`src/rtl/rr_arbiter4.sv`:
```
// Purpose : four-requester round-robin arbiter with grant locking and optional hold limit.
// Latency : one cycle from req sampled to registered gnt; owner release to next grant also one cycle.
// Backpr. : level-sensitive req, no backpressure; a requester holds the resource only while its gnt bit is 1.
//
// Ports:
//   clk     - single clock, all state updates on the rising edge
//   rst     - synchronous active-high reset
//   req     - request lines, req[i]=1 means requester i wants the resource
//   gnt     - registered one-hot grant, all zero when idle
//   gnt_id  - binary index of the granted requester (keeps last value while idle)
//   gnt_v   - 1 while any grant is active
//
// Optional feature macro: RR_HOLD_LIMIT_EN
//   Defined   : an owner that keeps requesting is forced to rotate after HOLD_MAX
//               consecutive grant cycles, provided another requester is waiting.
//   Undefined : the owner keeps the grant for as long as it keeps requesting;
//               HOLD_MAX is only range-checked.

module rr_arbiter4 #(
   parameter int unsigned HOLD_MAX = 8
) (
   input  logic       clk,
   input  logic       rst,
   input  logic [3:0] req,
   output logic [3:0] gnt,
   output logic [1:0] gnt_id,
   output logic       gnt_v
);

   // Hold limit counter is 8 bits wide, so the limit must fit in it.
   if (HOLD_MAX < 2 || HOLD_MAX > 255) begin : g_bad_hold_max
      $error("rr_arbiter4: HOLD_MAX must be in 2..255");
   end

   typedef enum logic [0:0] {
      IDLE = 1'b0,
      BUSY = 1'b1
   } state_t;

   state_t     state_q,  state_d;
   logic [1:0] owner_q,  owner_d;
   logic [1:0] last_q,   last_d;
   logic [3:0] gnt_q,    gnt_d;
   logic [1:0] gnt_id_q, gnt_id_d;
   logic       gnt_v_q,  gnt_v_d;

   // Rotating-priority search result.
   logic       win_found;
   logic [1:0] win_id;
   logic [3:0] win_oh;
   logic [1:0] cand;

   logic       owner_req;
   logic       do_grant;
   logic       do_release;

`ifdef RR_HOLD_LIMIT_EN
   logic [7:0] hold_cnt_q, hold_cnt_d;
   logic       hold_expired;
   logic       others_req;
`endif

   // ------------------------------------------------------------------
   // Winner search: scan last+1, last+2, last+3, last (mod 4). The 2-bit
   // add wraps naturally. In BUSY last==owner, so the owner is checked
   // last and any other active requester wins ahead of it.
   // ------------------------------------------------------------------
   always_comb begin
      win_found = 1'b0;
      win_id    = last_q;
      cand      = 2'd0;
      for (int i = 1; i <= 4; i++) begin
         cand = last_q + 2'(i);
         if (!win_found && req[cand]) begin
            win_found = 1'b1;
            win_id    = cand;
         end
      end
   end

   assign win_oh    = 4'b0001 << win_id;
   assign owner_req = req[owner_q];

`ifdef RR_HOLD_LIMIT_EN
   assign others_req   = |(req & ~(4'b0001 << owner_q));
   assign hold_expired = (hold_cnt_q == 8'(HOLD_MAX - 1));
`endif

   // ------------------------------------------------------------------
   // Next-state / next-output logic. The case statement only decides
   // whether to grant the current winner or release to idle; the grant
   // load itself is shared below so every grant path updates the same
   // set of registers.
   // ------------------------------------------------------------------
   always_comb begin
      state_d    = state_q;
      owner_d    = owner_q;
      last_d     = last_q;
      gnt_d      = gnt_q;
      gnt_id_d   = gnt_id_q;
      gnt_v_d    = gnt_v_q;
      do_grant   = 1'b0;
      do_release = 1'b0;
`ifdef RR_HOLD_LIMIT_EN
      hold_cnt_d = hold_cnt_q;
`endif

      case (state_q)
         IDLE: begin
            if (win_found) begin
               do_grant = 1'b1;
            end
         end

         BUSY: begin
            if (owner_req) begin
`ifdef RR_HOLD_LIMIT_EN
               if (hold_expired) begin
                  if (others_req) begin
                     // Forced rotation: owner still wants it, but someone
                     // else has waited long enough.
                     do_grant = 1'b1;
                  end else begin
                     // Nobody to hand over to; start a fresh hold window.
                     hold_cnt_d = 8'd0;
                  end
               end else begin
                  hold_cnt_d = hold_cnt_q + 8'd1;
               end
`endif
               // Without the hold limit the grant is simply locked.
            end else if (win_found) begin
               // Owner released and another requester is waiting: hand
               // over on this edge with no idle bubble.
               do_grant = 1'b1;
            end else begin
               do_release = 1'b1;
            end
         end

         default: begin
            do_release = 1'b1;
         end
      endcase

      if (do_grant) begin
         state_d  = BUSY;
         owner_d  = win_id;
         last_d   = win_id;
         gnt_d    = win_oh;
         gnt_id_d = win_id;
         gnt_v_d  = 1'b1;
`ifdef RR_HOLD_LIMIT_EN
         hold_cnt_d = 8'd0;
`endif
      end else if (do_release) begin
         // gnt_id intentionally keeps its last value while idle.
         state_d = IDLE;
         gnt_d   = 4'b0000;
         gnt_v_d = 1'b0;
      end
   end

   // ------------------------------------------------------------------
   // State and output registers. last resets to 3 so the first search
   // after reset starts at requester 0.
   // ------------------------------------------------------------------
   always_ff @(posedge clk) begin
      if (rst) begin
         state_q  <= IDLE;
         owner_q  <= 2'd0;
         last_q   <= 2'd3;
         gnt_q    <= 4'b0000;
         gnt_id_q <= 2'd0;
         gnt_v_q  <= 1'b0;
      end else begin
         state_q  <= state_d;
         owner_q  <= owner_d;
         last_q   <= last_d;
         gnt_q    <= gnt_d;
         gnt_id_q <= gnt_id_d;
         gnt_v_q  <= gnt_v_d;
      end
   end

`ifdef RR_HOLD_LIMIT_EN
   always_ff @(posedge clk) begin
      if (rst) begin
         hold_cnt_q <= 8'd0;
      end else begin
         hold_cnt_q <= hold_cnt_d;
      end
   end
`endif

   // Outputs come straight from registers: no combinational req->gnt path.
   assign gnt    = gnt_q;
   assign gnt_id = gnt_id_q;
   assign gnt_v  = gnt_v_q;

   // Encoding invariants of the grant outputs.
   a_gnt_onehot : assert property (@(posedge clk) disable iff (rst)
      gnt_v |-> (gnt == (4'b0001 << gnt_id)));
   a_gnt_idle   : assert property (@(posedge clk) disable iff (rst)
      !gnt_v |-> (gnt == 4'b0000));

endmodule

```
`config.mk`:
```
export PLATFORM = sky130hd
export DESIGN_NAME = rr_arbiter4
export DESIGN_NICKNAME = d
export VERILOG_FILES = /design/src/rtl/rr_arbiter4.sv
export SDC_FILE = /design/constraint.sdc
export NUM_CORES = 1
export LEC_CHECK = 0
export CORE_MARGIN = 2
export CORE_UTILIZATION = 35
export DETAILED_ROUTE_END_ITERATION = 10
export HOLD_SLACK_MARGIN = 0.02
export SYNTH_ARGS = -nofsm -noshare
export SYNTH_HDL_FRONTEND = slang
export SYNTH_SLANG_ARGS = --single-unit
```
`constraint.sdc`:
```
create_clock -name clk -period 2.05 [get_ports clk]
set_input_delay 0.205 -clock clk [delete_from_list [all_inputs] [get_ports clk]]
set_output_delay 0.205 -clock clk [all_outputs]
set_load 0.02 [all_outputs]
```
**Yosys cells after proc, flatten, opt, wreduce, memory -nomap -nowiden**

Index checks and enable logic that the tools add are counted.

- Output and inout bits: 7
- Flip-flop bits (word level): 9
- Input bits: 6

- Reduce and logical (&&, ||, !) cells: 7
- Muxes and demuxes: 28
- Bitwise logic cells: 1
- Shift-type cells: 1
- Add/sub/neg operators: 3
- Magnitude comparators: 5

Operators by type and width:

| operator | count |
|---|---|
| 1-bit 2-to-1 mux | 16 |
| 2-bit by 3-bit < comparator with 1-bit output, second input constant | 5 |
| 1-bit binary-select mux with 2-bit select | 5 |
| 2-bit 2-to-1 mux | 4 |
| 4-bit 2-to-1 mux | 2 |
| 2-bit adder, second input constant | 2 |
| 1-bit by 2-bit << shifter with 4-bit output, first input constant | 1 |
| 1-bit logical AND | 3 |
| 1-bit zero test | 3 |
| 2-bit by 1-bit adder with 2-bit output, second input constant | 1 |
| 1-bit case mux with 2 select lines | 1 |
| 2-bit nonzero test | 1 |
| 1-bit NOT | 1 |

**Logic depth before layout (Yosys ltp)**

Gate-level depths: netlist of the first run.

- Word-level depth: 18
- Mapped depth: 4

**Worst setup path before layout of the first run**

Ideal clock, no wire load.

- Path kind: flip-flop to flip-flop
- From: reg gnt_id[0] (netlist name)
- To: reg last_q[0]
- Period minus slack after synthesis: 1767 ps
- Data required time: 1927 ps
- Setup slack: 283 ps
- Stages on the path, launching flop included: 5
- Data arrival time: 1644 ps
- Cells stage by stage: dfxtp_1 -> mux2_2 -> a221o_2 -> nor4_4 -> o21bai_1

RTL lines:

| element | line | text |
|---|---|---|
| end signal: assignment | 179 | `last_q <= last_d;` |
| end: declaration | 42 | `logic [1:0] last_q, last_d;` |

==> report_table.html, run 1 <==
<table>
<tr><th>Metric</th><th>Value</th></tr>
<tr><th colspan="2">Die</th></tr>
<tr><td>Horiz. Die Dim</td><td>approximately 41 um</td></tr>
<tr><td>Row Count</td><td>13</td></tr>
<tr><td>Vertical die dimension</td><td>roughly 41 um</td></tr>
<tr><td>Total Die Area</td><td>1690 um2</td></tr>
<tr><td>Starting density of the core</td><td>approximately 37%</td></tr>
<tr><td>Placeable Area</td><td>~1300 um2</td></tr>
<tr><td>Top Ports</td><td>13</td></tr>
<tr><th colspan="2">Power</th></tr>
<tr><td>Int Pwr</td><td>0.379 mW</td></tr>
<tr><td>Gate power share</td><td>36.3%</td></tr>
<tr><td>VDD IR-drop max</td><td>0.000346 V</td></tr>
<tr><td>Leak Pwr</td><td>0.249 nW</td></tr>
<tr><td>Sw Pwr</td><td>0.183 mW</td></tr>
<tr><td>Power density over the cells</td><td>841 nW/um2</td></tr>
<tr><td>Clk pwr share</td><td>24.2%</td></tr>
<tr><td>Switching share of total power</td><td>32.5%</td></tr>
<tr><td>Part of the total power dissipated in sequential elements</td><td>slightly below 40%</td></tr>
<tr><th colspan="2">Clock network</th></tr>
<tr><td>Count of instances resized after the clock tree is built</td><td>0</td></tr>
<tr><td>Buffers inserted during post-CTS setup optimization</td><td>0</td></tr>
<tr><td>H-tree levels</td><td>1</td></tr>
<tr><td>Clk buf depth</td><td>2</td></tr>
<tr><td>Cts-stage hold buffer count</td><td>0</td></tr>
<tr><td>Number of clock sinks</td><td>9</td></tr>
<tr><td>TritonCTS clock tree</td><td>done</td></tr>
<tr><td>Clock transition at the registers of the reported paths</td><td>0.06 ns</td></tr>
<tr><td>Clock root cell</td><td>sky130_fd_sc_hd__clkbuf_4</td></tr>
<tr><td>Clock latency of the later-clocked register in the worst-skew pair</td><td>between 0.2 and 0.3 ns</td></tr>
<tr><td>Number of buffers added by the clock tree synthesis step</td><td>3</td></tr>
<tr><th colspan="2">Synthesis</th></tr>
<tr><td>Primary FF master, synth</td><td>sky130_fd_sc_hd__dfxtp_1</td></tr>
<tr><td>Number of synthesized register bits</td><td>9</td></tr>
<tr><td>Avg Inst Size Synth</td><td>9.42 um2</td></tr>
<tr><td>Cell taking the most area after synthesis</td><td>sky130_fd_sc_hd__dfxtp_1</td></tr>
<tr><td>Net count after synthesis</td><td>57</td></tr>
<tr><td>EDFF count, synth</td><td>0</td></tr>
<tr><td>Fraction of synthesis flops using an asynchronous set or reset pin</td><td>0%</td></tr>
<tr><td>Number of unique standard cell types used by synthesis</td><td>26</td></tr>
<tr><td>Portion of synthesized cell area occupied by the leading cell type</td><td>37.5%</td></tr>
<tr><td>Sequential area share after synthesis</td><td>37.5%</td></tr>
<tr><td>Instance count of the mapped netlist</td><td>slightly above 50</td></tr>
<tr><td>Count of synthesis-stage warnings from yosys</td><td>0</td></tr>
<tr><td>Top post-synthesis cells by area</td><td>sky130_fd_sc_hd__dfxtp_1 (38%), sky130_fd_sc_hd__a32o_1 (8.3%), sky130_fd_sc_hd__nor4_4 (4.4%)</td></tr>
<tr><td>Post-Syn Area</td><td>480 um2</td></tr>
<tr><th colspan="2">Timing</th></tr>
<tr><td>Unrepaired setup endpoints after global routing</td><td>false</td></tr>
<tr><td>Final Hold Vio Count</td><td>0</td></tr>
<tr><td>Setup TNS</td><td>0 ns</td></tr>
<tr><td>Worst-margin pin slew</td><td>around 0.4 ns</td></tr>
<tr><td>Final Cycle Share</td><td>83.7%</td></tr>
<tr><td>Minimum clock period</td><td>1.72 ns</td></tr>
<tr><td>Maximum clock frequency</td><td>0.583 GHz</td></tr>
<tr><td>Relative slew margins</td><td>between 70% and 80%</td></tr>
<tr><td>Clock tree skew after final layout</td><td>0.00169 ns</td></tr>
<tr><td>Setup-failing EPs final</td><td>0</td></tr>
<tr><td>Final max-slew violation count</td><td>0</td></tr>
<tr><th colspan="2">Cells and area</th></tr>
<tr><td>Area of all placed cells without fillers</td><td>roughly 670 um2</td></tr>
<tr><td>Area Growth Syn to Fin</td><td>39.1%</td></tr>
<tr><td>Layout cells sized above 1</td><td>between 15 and 20%</td></tr>
<tr><td>Finished Core Util</td><td>52.0%</td></tr>
<tr><td>Final-layout fill cell count</td><td>132</td></tr>
<tr><td>NumNets Final</td><td>77</td></tr>
<tr><td>ANT cells</td><td>0</td></tr>
<tr><th colspan="2">Global routing</th></tr>
<tr><td>Initial antenna violation count</td><td>0</td></tr>
<tr><td>Most used routing layer</td><td>met1</td></tr>
<tr><td>GR Overflow Total</td><td>0</td></tr>
<tr><td>Met3 capacity usage during global routing</td><td>1.63%</td></tr>
<tr><td>Met1 Resource Use GR</td><td>a little over a fifth</td></tr>
<tr><td>Wire length of the first global-routing pass</td><td>around 1500 um</td></tr>
<tr><td>Combined global-route utilization of all metal layers</td><td>14.2%</td></tr>
<tr><td>Number of global-route vias before repair</td><td>359</td></tr>
<tr><td>M2 GR Usage</td><td>18.8%</td></tr>
<tr><td>Maximum number of pins on one net before global-route repair</td><td>8</td></tr>
<tr><th colspan="2">Place</th></tr>
<tr><td>Number of buffer cells added on primary ports</td><td>12</td></tr>
<tr><td>Placed cell area</td><td>642 um2</td></tr>
<tr><td>Detail Placement HPWL</td><td>795 um</td></tr>
<tr><td>Global placement routability congestion</td><td>0.781</td></tr>
<tr><th colspan="2">Routing</th></tr>
<tr><td>Routed wire length</td><td>1010 um</td></tr>
<tr><td>Number of design-rule violations left by the first detailed-router iteration</td><td>11</td></tr>
<tr><td>Detailed-route DRC error count</td><td>0</td></tr>
<tr><td>Routed vias</td><td>456</td></tr>
<tr><td>Wire per inst</td><td>11.9 um</td></tr>
<tr><td>First-pass iteration count of the detailed router</td><td>4</td></tr>
<tr><td>Via-per-instance ratio</td><td>~5.4</td></tr>
<tr><td>Remaining number of nets flagged by the antenna check after routing</td><td>0</td></tr>
<tr><th colspan="2">Critical path</th></tr>
<tr><td>Critical path peak fanout</td><td>4</td></tr>
<tr><td>Worst Path Arrival</td><td>1.86 ns</td></tr>
<tr><td>CP endpoint kind</td><td>flip-flop</td></tr>
<tr><td>Worst EP required</td><td>2.19 ns</td></tr>
<tr><td>Kind of critical path</td><td>flip-flop to flip-flop</td></tr>
<tr><td>Startpoint Class</td><td>flip-flop</td></tr>
<tr><th colspan="2">Worst hold path</th></tr>
<tr><td>Class of the tightest hold or removal check</td><td>flip-flop to flip-flop</td></tr>
<tr><th colspan="2">Outcome</th></tr>
<tr><td>Outcome</td><td>finished clean</td></tr>
<tr><th colspan="2">Flow run</th></tr>
<tr><td>Number of max-capacitance violations reported</td><td>0</td></tr>
</table>
stage by stage:
| stage | std cells | hold slack (ns) | power [mW] | setup slack [ns] |
|---|---|---|---|---|
| after floorplan | 51 | 0.274 | 0.352 | 0.283 |
| after global placement | 81 | 0.460 | 0.431 | 0.118 |
| after detailed placement | 81 | 0.458 | 0.430 | 0.0888 |
| after CTS | 85 | 0.472 | 0.567 | 0.336 |
| after global routing | 85 | 0.484 | 0.598 | 0.253 |
| final | 85 | 0.468 | 0.562 | 0.334 |
flip-flops by register name, summed over array words and instances, names as in the netlist:
name	count
last_q	2
gnt_id	2
gnt	4
gnt_v	1
cells in the mapped netlist, drive strengths merged (2+ instances only):
cell / number
dfxtp: 9
nor2: 5
a21oi: 4
a32o: 4
nand2b: 3
nor2b: 3
nor3: 3
mux2: 2
nand2: 2
nor4: 2
o21ai: 2
layer usage:
metal	wire [um]	vias up
li1	-	236
met1	512	212
met2	458	6
met3	35	2
met4	6	0
met5	0	-
area by class of cell:
| class | instances | area [um2] | area share (%) |
|---|---|---|---|
| multi-input cells | 41 | 297 | 44.4 |
| flip-flops and latches | 9 | 180 | 27.0 |
| repair buffers | 15 | 143 | 21.3 |
| clock buffers | 4 | 26.3 | 3.93 |
| well taps | 15 | 18.8 | 2.81 |
| inverters | 1 | 3.75 | 0.562 |
power by group through the flow:
stage	sequential (mW)	combinational (mW)	clock (mW)
floorplan	0.246	0.106	0
CTS	0.222	0.205	0.141
finish	0.222	0.204	0.136
global placement	0.226	0.205	0
detailed placement	0.226	0.203	0
global route	0.226	0.224	0.148
worst max-delay path, cell delays in order, from the launching register on:
cell and delay [ns]:
sky130_fd_sc_hd__dfxtp_1 0.39, sky130_fd_sc_hd__mux2_2 0.38, sky130_fd_sc_hd__a221o_2 0.42, sky130_fd_sc_hd__nor4_4 0.30
sky130_fd_sc_hd__o21bai_1 0.10
cells by family after synthesis:
family	after synthesis	share of synthesized area, %
AO/OA/AOI/OAI	17	26.6
flip-flops	9	37.5
multiplexers	2	5.47
buffers and inverters	1	0.781
AND/OR/NAND/NOR	22	29.7
worst paths after layout:
path,start,to,slack (ns),depth (start not counted)
worst min-delay path,gnt[1],gnt[1],0.47,1
worst max-delay path,gnt_id[0],last_q[0],0.33,4
worst min register to register,gnt[1],gnt[1],0.47,1
worst max register to register,gnt_id[0],last_q[0],0.33,4
cells in the final DEF, fill, tap and decap left out, types with 2 or more instances in the layout:
cell,count
sky130_fd_sc_hd__nand2b_1,3
sky130_fd_sc_hd__nor2_1,4
sky130_fd_sc_hd__clkdlybuf4s50_1,12
sky130_fd_sc_hd__clkbuf_4,3
sky130_fd_sc_hd__o21ai_0,2
sky130_fd_sc_hd__buf_4,3
sky130_fd_sc_hd__dfxtp_1,9
sky130_fd_sc_hd__nor2b_1,3
sky130_fd_sc_hd__a21oi_1,4
sky130_fd_sc_hd__a32o_1,4
sky130_fd_sc_hd__nor3_1,3
sky130_fd_sc_hd__nand2_1,2
(Power assumes the default switching activity.)
==> inputs of run 2 (changes only) <==
==> constraint.sdc (replaced) <==
create_clock -name clk -period 1.42 [get_ports clk]
set_input_delay 0.142 -clock clk [delete_from_list [all_inputs] [get_ports clk]]
set_output_delay 0.142 -clock clk [all_outputs]
set_load 0.02 [all_outputs]
==> report_table.html, run 2 (synthesis results as in run 1) <==
<table>
<tr><th>Metric</th><th>Value</th></tr>
<tr><th colspan="2">Routing</th></tr>
<tr><td>First-pass iteration count of the detailed router</td><td>4</td></tr>
<tr><td>Detailed-route DRC error count</td><td>0</td></tr>
<tr><td>Number of design-rule violations left by the first detailed-router iteration</td><td>10</td></tr>
<tr><td>Routed wire length</td><td>1130 um</td></tr>
<tr><td>Via-per-instance ratio</td><td>slightly above 5</td></tr>
<tr><td>Remaining number of nets flagged by the antenna check after routing</td><td>0</td></tr>
<tr><td>Wire per inst</td><td>11.9 um</td></tr>
<tr><td>Routed vias</td><td>a little under 500</td></tr>
<tr><th colspan="2">Place</th></tr>
<tr><td>Detail Placement HPWL</td><td>just under 900 um</td></tr>
<tr><td>Number of buffer cells added on primary ports</td><td>12</td></tr>
<tr><td>Global placement routability congestion</td><td>0.810</td></tr>
<tr><td>Cell total after placement</td><td>91</td></tr>
<tr><td>Post-Place Worst Slack</td><td>-0.367 ns</td></tr>
<tr><th colspan="2">Global routing</th></tr>
<tr><td>Wire length of the first global-routing pass</td><td>1740 um</td></tr>
<tr><td>Number of global-route vias before repair</td><td>442</td></tr>
<tr><td>Maximum number of pins on one net before global-route repair</td><td>6</td></tr>
<tr><td>GR Overflow Total</td><td>0</td></tr>
<tr><td>Initial antenna violation count</td><td>0</td></tr>
<tr><td>Combined global-route utilization of all metal layers</td><td>16.4%</td></tr>
<tr><th colspan="2">Critical path</th></tr>
<tr><td>Worst EP required</td><td>1.62 ns</td></tr>
<tr><td>Worst-case register-to-register setup slack</td><td>-0.07 ns</td></tr>
<tr><td>Kind of critical path</td><td>flip-flop to flip-flop</td></tr>
<tr><td>Worst reg2reg path startpoint</td><td>gnt_id[0]</td></tr>
<tr><td>Cell with the largest stage delay on the worst path</td><td>sky130_fd_sc_hd__a221o_2</td></tr>
<tr><td>Source of the critical timing path</td><td>gnt_id[0]</td></tr>
<tr><td>Critical path peak fanout</td><td>4</td></tr>
<tr><td>Sequence of cells on the critical path</td><td>mux2_4, a221o_2, nor2_4, a32o_1</td></tr>
<tr><td>Critical register-to-register path endpoint</td><td>gnt[0]</td></tr>
<tr><td>Number of buffer and inverter instances along the worst setup path</td><td>0</td></tr>
<tr><td>Dominant delay contributor by cell family on the critical path</td><td>compound AO/OA/AOI/OAI gates</td></tr>
<tr><td>Worst Path Arrival</td><td>~1.7 ns</td></tr>
<tr><td>Depth of the worst register-to-register path</td><td>4</td></tr>
<tr><td>Largest stage delay on the critical path</td><td>0.43 ns</td></tr>
<tr><td>CP endpoint kind</td><td>flip-flop</td></tr>
<tr><td>Startpoint Class</td><td>flip-flop</td></tr>
<tr><th colspan="2">Clock network</th></tr>
<tr><td>Cts-stage hold buffer count</td><td>0</td></tr>
<tr><td>Clock transition at the registers of the reported paths</td><td>0.06 ns</td></tr>
<tr><td>Number of clock sinks</td><td>9</td></tr>
<tr><td>TritonCTS clock tree</td><td>done</td></tr>
<tr><td>Clock latency of the later-clocked register in the worst-skew pair</td><td>0.25 ns</td></tr>
<tr><td>Clock root cell</td><td>sky130_fd_sc_hd__clkbuf_4</td></tr>
<tr><td>H-tree levels</td><td>1</td></tr>
<tr><td>Number of buffers added by the clock tree synthesis step</td><td>3</td></tr>
<tr><td>Clk buf depth</td><td>2</td></tr>
<tr><th colspan="2">Die</th></tr>
<tr><td>Placeable Area</td><td>around 1300 um2</td></tr>
<tr><td>Starting density of the core</td><td>approximately 37%</td></tr>
<tr><td>Vertical die dimension</td><td>41.1 um</td></tr>
<tr><td>Row Count</td><td>13</td></tr>
<tr><td>Horiz. Die Dim</td><td>41.1 um</td></tr>
<tr><td>Total Die Area</td><td>roughly 1700 um2</td></tr>
<tr><td>Top Ports</td><td>13</td></tr>
<tr><th colspan="2">Power</th></tr>
<tr><td>Clk pwr share</td><td>22.1%</td></tr>
<tr><td>Sw Pwr</td><td>0.274 mW</td></tr>
<tr><td>Overall power after layout</td><td>0.856 mW</td></tr>
<tr><td>Switching share of total power</td><td>between 30% and 40%</td></tr>
<tr><td>VDD IR-drop max</td><td>just over 0.0005 V</td></tr>
<tr><td>Part of the total power dissipated in sequential elements</td><td>37.2%</td></tr>
<tr><td>Int Pwr</td><td>0.582 mW</td></tr>
<tr><td>Power density over the cells</td><td>1110 nW/um2</td></tr>
<tr><td>Gate power share</td><td>~41%</td></tr>
<tr><td>Leak Pwr</td><td>0.331 nW</td></tr>
<tr><th colspan="2">Cells and area</th></tr>
<tr><td>Non-Filler Instances</td><td>95</td></tr>
<tr><td>NumNets Final</td><td>87</td></tr>
<tr><td>ANT cells</td><td>0</td></tr>
<tr><td>Most frequent cells in the layout</td><td>sky130_fd_sc_hd__buf_4 (13), sky130_fd_sc_hd__dfxtp_1 (8), sky130_fd_sc_hd__clkdlybuf4s50_1 (7)</td></tr>
<tr><td>Layout cells sized above 1</td><td>a little under a third</td></tr>
<tr><td>Most frequent standard cell in the layout excluding fill and tap cells</td><td>sky130_fd_sc_hd__buf_4</td></tr>
<tr><td>Final-layout fill cell count</td><td>124</td></tr>
<tr><td>Area Growth Syn to Fin</td><td>59.9%</td></tr>
<tr><td>Flip-flop count of the largest register, all copies and words added</td><td>4</td></tr>
<tr><th colspan="2">Timing</th></tr>
<tr><td>Final worst slack</td><td>-0.0701 ns</td></tr>
<tr><td>Setup-failing EPs final</td><td>6</td></tr>
<tr><td>Relative slew margins</td><td>between 70% and 80%</td></tr>
<tr><td>Worst-margin pin slew</td><td>between 0.3 and 0.4 ns</td></tr>
<tr><td>Unrepaired setup endpoints after global routing</td><td>true</td></tr>
<tr><td>Clock tree skew after final layout</td><td>0.00537 ns</td></tr>
<tr><td>Maximum clock frequency</td><td>0.671 GHz</td></tr>
<tr><td>Minimum clock period</td><td>1.49 ns</td></tr>
<tr><td>Final max-slew violation count</td><td>0</td></tr>
<tr><td>Final Hold Vio Count</td><td>0</td></tr>
<tr><td>Final Cycle Share</td><td>105%</td></tr>
<tr><td>Setup TNS</td><td>-0.379 ns</td></tr>
<tr><th colspan="2">Worst hold path</th></tr>
<tr><td>Class of the tightest hold or removal check</td><td>primary input to flip-flop</td></tr>
<tr><td>Hold endpoint</td><td>gnt_v</td></tr>
<tr><td>Hold Crit Start</td><td>req[2]</td></tr>
<tr><td>Hold depth</td><td>4</td></tr>
<tr><th colspan="2">Flow run</th></tr>
<tr><td>Number of max-capacitance violations reported</td><td>0</td></tr>
<tr><th colspan="2">Outcome</th></tr>
<tr><td>Failing checks</td><td>negative setup slack</td></tr>
<tr><td>Outcome</td><td>finished with violations</td></tr>
</table>
run 2: power by group through the flow:
| stage | registers [mW] | clock network, mW | logic (mW) |
|---|---|---|---|
| 2_1_floorplan | 0.357 | 0 | 0.155 |
| 3_3_place_gp | 0.323 | 0 | 0.346 |
| 3_5_place_dp | 0.322 | 0 | 0.346 |
| 4_1_cts | 0.318 | 0.202 | 0.352 |
| 5_1_grt | 0.322 | 0.217 | 0.379 |
| 6_report | 0.318 | 0.190 | 0.349 |
run 2: routing by layer:
| layer | track usage, % | vias to the layer above | wire, um |
|---|---|---|---|
| li1 | - | 254 | - |
| met1 | 18.7 | 216 | 514 |
| met2 | 27.3 | 21 | 507 |
| met3 | 3.80 | 2 | 94 |
| met4 | 10.0 | 0 | 12 |
| met5 | 0 | - | 0 |
run 2: through the flow:
stage / utilization (%) / hold slack [ns] / cell area (um2)
finish: 59.8 / 0.472 / 768
global route: 59.8 / 0.476 / 768
CTS: 59.6 / 0.465 / 766
detailed placement: 56.5 / 0.459 / 726
global placement: 56.5 / 0.457 / 726
floorplan: - / 0.211 / 489
run 2: worst reg2reg max path, stage by stage (launching register included):
cell and delay, ns:
sky130_fd_sc_hd__dfxtp_4 0.36, sky130_fd_sc_hd__mux2_4 0.32, sky130_fd_sc_hd__a221o_2 0.43, sky130_fd_sc_hd__nor2_4 0.16
sky130_fd_sc_hd__a32o_1 0.17
run 2: area by class of cell:
cell class | count | area [um2] | area share [%]
Tap cell | 15 | 18.8 | 2.44
Multi-Input combinational cell | 41 | 320 | 41.7
Inverter | 1 | 3.75 | 0.489
Clock buffer | 4 | 26.3 | 3.42
Timing Repair Buffer | 25 | 215 | 28.0
Sequential cell | 9 | 184 | 23.9
run 2: what timing repair did:
| action | 4_1_cts | 5_1_grt |
|---|---|---|
| endpoints found under the setup margin | 9 | 9 |
| buffers inserted | 0 | 0 |
| resized for setup | 7 | 1 |
| pin swaps | 3 | 2 |
run 2: worst max path at each step:
stage	to	slack (ns)	cells after the start
after floorplan	last_q[0]	-0.06	4
after global placement	gnt_id[0]	-0.37	6
after detailed placement	last_q[0]	-0.37	5
after CTS	last_q[0]	-0.09	4
after global routing	last_q[0]	-0.16	4
final	gnt[0]	-0.07	4
